`src/rtl/mem_copy_engine_if.sv`:
```
// Control-side request/status signals and the single data-memory port of mem_copy_engine.
// The engine uses the master modport; the control FSM and memory together use slave.
interface mem_copy_engine_if #(
    parameter int ADDR_W = 16,
    parameter int DATA_W = 64
);
    logic              start;
    logic [ADDR_W-1:0] src_base;
    logic [ADDR_W-1:0] dst_base;
    logic [ADDR_W-1:0] length;
    logic              busy;
    logic              done;
    logic              error;
    logic [ADDR_W-1:0] mem_address;
    logic [DATA_W-1:0] mem_write_data;
    logic              mem_write_enable;
    logic [DATA_W-1:0] mem_read_data;
    logic              mem_save;
    logic              mem_done_saving;

    modport master (
        input  start, src_base, dst_base, length, mem_read_data, mem_done_saving,
        output busy, done, error, mem_address, mem_write_data, mem_write_enable, mem_save
    );

    modport slave (
        output start, src_base, dst_base, length, mem_read_data, mem_done_saving,
        input  busy, done, error, mem_address, mem_write_data, mem_write_enable, mem_save
    );
endinterface

```
`src/rtl/mem_copy_engine.sv`:
```
// Block-copies length words from src_base to dst_base over one memory port (2 cycles per word),
// then requests an image save and waits for mem_done_saving. All memory-side outputs are registered.
module mem_copy_engine #(
    parameter int ADDR_W       = 16,
    parameter int DATA_W       = 64,
    parameter int MEM_DEPTH    = 15451,
    parameter int SAVE_TIMEOUT = 1024
) (
    input logic               clk,
    input logic               rst,
    mem_copy_engine_if.master bus
);
    localparam int TIMER_W = $clog2(SAVE_TIMEOUT + 1);
    localparam logic [ADDR_W:0]    DEPTH_C   = (ADDR_W + 1)'(MEM_DEPTH);
    localparam logic [TIMER_W-1:0] TIMEOUT_C = TIMER_W'(SAVE_TIMEOUT);

    typedef enum logic [2:0] {
        IDLE,
        CHECK,
        READ,
        WRITE,
        SAVE_WAIT,
        FINISH
    } state_t;

    state_t              state, state_n;
    logic [ADDR_W-1:0]   src_q, src_n;
    logic [ADDR_W-1:0]   dst_q, dst_n;
    logic [ADDR_W-1:0]   len_q, len_n;
    logic [ADDR_W-1:0]   idx_q, idx_n;
    logic [ADDR_W-1:0]   addr_q, addr_n;
    logic [DATA_W-1:0]   wdata_q, wdata_n;
    logic                we_q, we_n;
    logic                save_q, save_n;
    logic [TIMER_W-1:0]  timer_q, timer_n;

    logic [ADDR_W:0]     src_end;
    logic [ADDR_W:0]     dst_end;
    logic                range_bad;
    logic                save_accept;
    logic                save_timeout;

    // End addresses carry one extra bit so a block running past the top can never wrap back into range.
    assign src_end   = {1'b0, src_q} + {1'b0, len_q};
    assign dst_end   = {1'b0, dst_q} + {1'b0, len_q};
    assign range_bad = (src_end > DEPTH_C) || (dst_end > DEPTH_C);

    // done_saving is sticky, so a level left over from an earlier save must not count in the first cycle.
    assign save_accept  = bus.mem_done_saving && (timer_q != '0);
    assign save_timeout = (timer_q == TIMEOUT_C);

    always_ff @(posedge clk or posedge rst) begin
        if (rst) begin
            state   <= IDLE;
            src_q   <= '0;
            dst_q   <= '0;
            len_q   <= '0;
            idx_q   <= '0;
            addr_q  <= '0;
            wdata_q <= '0;
            we_q    <= 1'b0;
            save_q  <= 1'b0;
            timer_q <= '0;
        end else begin
            state   <= state_n;
            src_q   <= src_n;
            dst_q   <= dst_n;
            len_q   <= len_n;
            idx_q   <= idx_n;
            addr_q  <= addr_n;
            wdata_q <= wdata_n;
            we_q    <= we_n;
            save_q  <= save_n;
            timer_q <= timer_n;
        end
    end

    always_comb begin
        state_n = state;
        src_n   = src_q;
        dst_n   = dst_q;
        len_n   = len_q;
        idx_n   = idx_q;
        addr_n  = addr_q;
        wdata_n = wdata_q;
        we_n    = 1'b0;
        save_n  = save_q;
        timer_n = timer_q;

        case (state)
            IDLE: begin
                if (bus.start) begin
                    src_n   = bus.src_base;
                    dst_n   = bus.dst_base;
                    len_n   = bus.length;
                    idx_n   = '0;
                    state_n = CHECK;
                end
            end
            CHECK: begin
                if (range_bad) begin
                    state_n = IDLE;
                end else if (len_q == '0) begin
                    state_n = FINISH;
                end else begin
                    addr_n  = src_q;
                    state_n = READ;
                end
            end
            READ: begin
                wdata_n = bus.mem_read_data;
                addr_n  = dst_q + idx_q;
                we_n    = 1'b1;
                state_n = WRITE;
            end
            WRITE: begin
                if (idx_q == len_q - ADDR_W'(1)) begin
                    save_n  = 1'b1;
                    timer_n = '0;
                    state_n = SAVE_WAIT;
                end else begin
                    idx_n   = idx_q + ADDR_W'(1);
                    addr_n  = src_q + idx_q + ADDR_W'(1);
                    state_n = READ;
                end
            end
            SAVE_WAIT: begin
                timer_n = timer_q + TIMER_W'(1);
                if (save_accept) begin
                    save_n  = 1'b0;
                    state_n = FINISH;
                end else if (save_timeout) begin
                    save_n  = 1'b0;
                    state_n = IDLE;
                end
            end
            FINISH: begin
                state_n = IDLE;
            end
            default: begin
                state_n = IDLE;
            end
        endcase
    end

    // Status flags are decoded from registered state so done/error line up with the last busy cycle.
    assign bus.busy  = (state != IDLE);
    assign bus.done  = (state == FINISH);
    assign bus.error = ((state == CHECK) && range_bad) ||
                       ((state == SAVE_WAIT) && save_timeout && !save_accept);

    assign bus.mem_address      = addr_q;
    assign bus.mem_write_data   = wdata_q;
    assign bus.mem_write_enable = we_q;
    assign bus.mem_save         = save_q;
endmodule
```
`src/flat_wrapper.sv`:
```
// flat-port wrapper written by rule: the top's interface ports become plain ports
module mem_copy_engine_flat 
#(
    parameter int ADDR_W       = 16,
    parameter int DATA_W       = 64,
    parameter int MEM_DEPTH    = 15451,
    parameter int SAVE_TIMEOUT = 1024
)
  (clk, rst, bus_start, bus_src_base, bus_dst_base, bus_length, bus_mem_read_data, bus_mem_done_saving, bus_busy, bus_done, bus_error, bus_mem_address, bus_mem_write_data, bus_mem_write_enable, bus_mem_save);
  mem_copy_engine_if #(.ADDR_W(ADDR_W), .DATA_W(DATA_W)) bus_i ();
  input logic clk;
  input logic rst;
  input wire logic [$bits(bus_i.start)-1:0] bus_start;
  input wire logic [$bits(bus_i.src_base)-1:0] bus_src_base;
  input wire logic [$bits(bus_i.dst_base)-1:0] bus_dst_base;
  input wire logic [$bits(bus_i.length)-1:0] bus_length;
  input wire logic [$bits(bus_i.mem_read_data)-1:0] bus_mem_read_data;
  input wire logic [$bits(bus_i.mem_done_saving)-1:0] bus_mem_done_saving;
  output wire logic [$bits(bus_i.busy)-1:0] bus_busy;
  output wire logic [$bits(bus_i.done)-1:0] bus_done;
  output wire logic [$bits(bus_i.error)-1:0] bus_error;
  output wire logic [$bits(bus_i.mem_address)-1:0] bus_mem_address;
  output wire logic [$bits(bus_i.mem_write_data)-1:0] bus_mem_write_data;
  output wire logic [$bits(bus_i.mem_write_enable)-1:0] bus_mem_write_enable;
  output wire logic [$bits(bus_i.mem_save)-1:0] bus_mem_save;
  assign bus_i.start = bus_start;
  assign bus_i.src_base = bus_src_base;
  assign bus_i.dst_base = bus_dst_base;
  assign bus_i.length = bus_length;
  assign bus_i.mem_read_data = bus_mem_read_data;
  assign bus_i.mem_done_saving = bus_mem_done_saving;
  assign bus_busy = bus_i.busy;
  assign bus_done = bus_i.done;
  assign bus_error = bus_i.error;
  assign bus_mem_address = bus_i.mem_address;
  assign bus_mem_write_data = bus_i.mem_write_data;
  assign bus_mem_write_enable = bus_i.mem_write_enable;
  assign bus_mem_save = bus_i.mem_save;
  mem_copy_engine #(.ADDR_W(ADDR_W), .DATA_W(DATA_W), .MEM_DEPTH(MEM_DEPTH), .SAVE_TIMEOUT(SAVE_TIMEOUT)) u_core (.clk(clk), .rst(rst), .bus(bus_i));
endmodule
```
`config.mk`:
```
export PLATFORM = sky130hd
export DESIGN_NAME = mem_copy_engine_flat
export DESIGN_NICKNAME = d
export VERILOG_FILES = /design/src/rtl/mem_copy_engine_if.sv /design/src/rtl/mem_copy_engine.sv /design/src/flat_wrapper.sv
export SDC_FILE = /design/constraint.sdc
export NUM_CORES = 1
export LEC_CHECK = 0
export CAP_MARGIN = 20
export CORE_MARGIN = 1.5
export CORE_UTILIZATION = 65
export CTS_CLUSTER_SIZE = 10
export DETAILED_ROUTE_END_ITERATION = 16
export DONT_BUFFER_PORTS = 1
export PLACE_DENSITY = 0.78
export SYNTH_ARGS = -nofsm -noshare
export SYNTH_HDL_FRONTEND = slang
export SYNTH_SLANG_ARGS = --single-unit
```
`constraint.sdc`:
```
create_clock -name clk -period 7.4 [get_ports clk]
set_input_delay 2.22 -clock clk [delete_from_list [all_inputs] [get_ports clk]]
set_output_delay 2.22 -clock clk [all_outputs]
set_load 0.02 [all_outputs]
```
==> reports/results.txt <==
critical path, cell by cell: ha_1 > inv_1 > fa_1 > nor2b_1 > o2111ai_1 > nand3_1 > o311a_1 > nor4_1 > a311o_1 > a211oi_1 > nor2_1 > or3_1 > a21oi_1
clock share of power: 17.1%
post-CTS sizing: 0
Yosys top cell area share: 40.26%
Peak Freq: 0.1643 GHz
Worst Setup Start Kind: register
Synth Area in Compound Gates: 14.49%
Final Slew Violations: 0
IO Count: 201
Non-Filler Instances: 1,246
DRC violations left: 0
PD cells: 484.2 mW/mm^2
Final Hold Vio Count: 0
Worst-Skew Late Latency: 0.44 ns
post-detailed-route count of antenna-violating nets: 0
share of cells above drive strength 1: 12.76%
critical path buffer and inverter count: 1
Die Height: 126.7 um
antenna violations before repair: 0
Crit path depth: 13
RePlAce Congestion: 0.9151
Synthesized Nets: 1,239
Pwr Total: 5.194 mW
drt wl/cell: 19.43 um
wirelength, routed: 24,210 um
port bufs: 0
CTS Buf Count: 17
Hold Path Stages: 1
delay-heaviest family, CP: compound AO/OA/AOI/OAI gates
largest net degree at the start of global routing: 104
CP Max Fanout: 6
Clock Sinks: 160
top cells by area, synth: dfrtp_1, ha_1, mux2_2, nand2_1, xnor2_1
#FFs+latches synth: 160
main combinational cell family by area after synthesis: simple AND/OR/NAND/NOR gates
Die Wd: 126.7 um
CTS tree: done
number of max-cap violations: 0
total track usage: 30.72%
vias in the first global route: 7,552
initial DRC count: 616
Worst-path clk slew: 0.07 ns
top post-synthesis cells by count: nand2_1, dfrtp_1, mux2_2, nor2_1, ha_1
Filler cells: 1,155
simple-gate area share of the yosys netlist: 17.48%
global route total overflow: 0
Cell Rows: 45
Comb pwr share: 45.8%
final core occ: 71.09%
initial core utilization: 65.90%
Switching Share: 46.35%
post-synth top area cell: dfrtp_1
CTS Hold Buffers Added: 0
Placed Instances: 1,214
Hold Slack: 0.5184 ns
Internal Power: 2.786 mW
final setup skew: 0.009105 ns
most common flop cell mapped by yosys: dfrtp_1
crit path time final: 6.088 ns
most common cell in the netlist: nand2_1
Cell Area, Synth: 0.009945 sq mm
worst min path class: register to register
area grow syn2layout: 7.863%
CP Class: register to primary output
number of flops mapped to enable cells by yosys: 0
Sw Pwr: 2.407 mW
Worst EP required: 5.18 ns
worst-margin pin slew: 0.8953 ns
Async SR Flop Fraction: 100.0%
RSZ-0062 raised after global routing: no
Critical Path Max Stage Delay: 0.45 ns
Syn Area/Cell: 9.444 sq um
Seq/Total Area, Yosys: 40.26%
worst path arrival time: 3.87 ns
Nets: 1,231
ratio of final minimum period to clock period: 82.27%
P_leak: 4.958 nW
Cell variety after synth: 72
CP max stage cell: dfrtp_1
peak supply drop: 0.2821 mV
CORE AREA: 0.01509 sq mm
Slew headroom: 40.31%
Detailed Place HPWL: 17,640 um
Vias/cell: 6.194
setup TNS: 0 ns
kind of end point of the critical path: primary output
post-synthesis mux area share: 9.965%
DR vias: 7,718
Post-Synth XOR/XNOR Area: 6.165%
drt pass-1 iters: 5
run status: complete, no violations
Post-Synth Adder-Cell Area: 9.109%
R2R cell count: 9
H-tree Lvls: 4
final setup vio count: 0
clock tree buffer depth: 2
setup bufs post-CTS: 0
Root Buffer: clkbuf_16
Seq pwr share: 37.1%
Die ar.: 0.01605 sq mm
Mapped Cells: 1,053
first-pass GRT wire length: 38,360 um
synthesis warning total: 0
Diodes inserted: 0
## cell type report
| class | count | area [sq um] | share of cell area [%] |
|---|---|---|---|
| sequential | 160 | 4004 | 37.33 |
| multi-input combinational | 828 | 5698 | 53.12 |
| timing repair buffer | 7 | 52.55 | 0.4899 |
| clock buffer | 17 | 425.4 | 3.966 |
| clock inverter | 15 | 190.2 | 1.773 |
| inverter | 31 | 121.4 | 1.131 |
| tap | 188 | 235.2 | 2.193 |
## worst register-to-register path: stages, from the launching register on
cell and delay (ns):
dfrtp_1 0.48, nor4_1 0.71, and4bb_2 0.41, mux2_2 0.34, mux2i_1 0.19, nand4_1 0.24, nor4_4 0.55, nor2_1 0.14
nor2_4 0.52, mux2_2 0.42
## metal layers
layer  global-route usage, %  wire (um)  vias to the layer above
met4                   12.17        715                        0
li1                        -          -                     3722
met3                   7.339       1525                       46
met2                   51.04      11650                      281
met5                       0          0                        -
met1                   39.08      10320                     3669
## flip-flops by register name, summed over array words and instances (netlist names)
register,count
u_core.bus.mem_address,16
u_core.bus.mem_save,1
u_core.bus.mem_write_data,64
u_core.bus.mem_write_enable,1
u_core.dst_q,16
u_core.idx_q,16
u_core.len_q,16
u_core.src_q,16
u_core.state,3
u_core.timer_q,11
## worst paths after layout
check	start	to	slack (ns)
max	u_core.len_q[0]$_DFFE_PP0P_	bus_error	1.31
min	u_core.timer_q[8]$_DFFE_PP0P_	u_core.timer_q[8]$_DFFE_PP0P_	0.52
max reg2reg	u_core.len_q[3]$_DFFE_PP0P_	u_core.bus.mem_address[15]$_DFFE_PP0P_	3.29
min reg2reg	u_core.timer_q[8]$_DFFE_PP0P_	u_core.timer_q[8]$_DFFE_PP0P_	0.52
max in group asynchronous	rst	u_core.idx_q[8]$_DFFE_PP0P_	4.31
min in group asynchronous	rst	u_core.bus.mem_write_data[25]$_DFFE_PP0P_	1.80
## through the flow
step / instance area [sq um] / setup WS (ns)
after floorplan: 9945 / 0.8601
final: 10730 / 1.312
after CTS: 10730 / 1.321
after global routing: 10730 / 1.105
after global placement: 10110 / 1.878
after detailed placement: 10110 / 1.832
## logic make-up (layout without fill, tap and decap cells)
logic type      after synthesis  count (layout)
compound gates              221             221
xor+xnor                     70              70
buf+inv                      65              70
fa+ha+maj                    70              70
mux                          87              87
flops                       160             160
simple gates                380             380
## power groups by stage
stage / Combinational, mW / Clock [mW] / Sequential (mW)
after floorplan: 1.91 / 0 / 1.79
after global placement: 2.27 / 0 / 1.93
after detailed placement: 2.34 / 0 / 1.93
after CTS: 2.35 / 0.902 / 1.92
after global routing: 2.63 / 0.936 / 1.97
final: 2.38 / 0.890 / 1.93
## cell usage in the layout (no fill, tap or decap), drive strengths merged, types with 11 or more instances in the layout
cell    count
nand2     189
dfrtp     160
mux2       78
nor2       71
ha         66
o21ai      61
xnor2      46
a21oi      45
inv        37
nor3       27
xor2       24
nand3      20
clkbuf     17
a21o       15
o21a       13
a211oi     11
No activity file was read; power rests on OpenSTA's default activity.
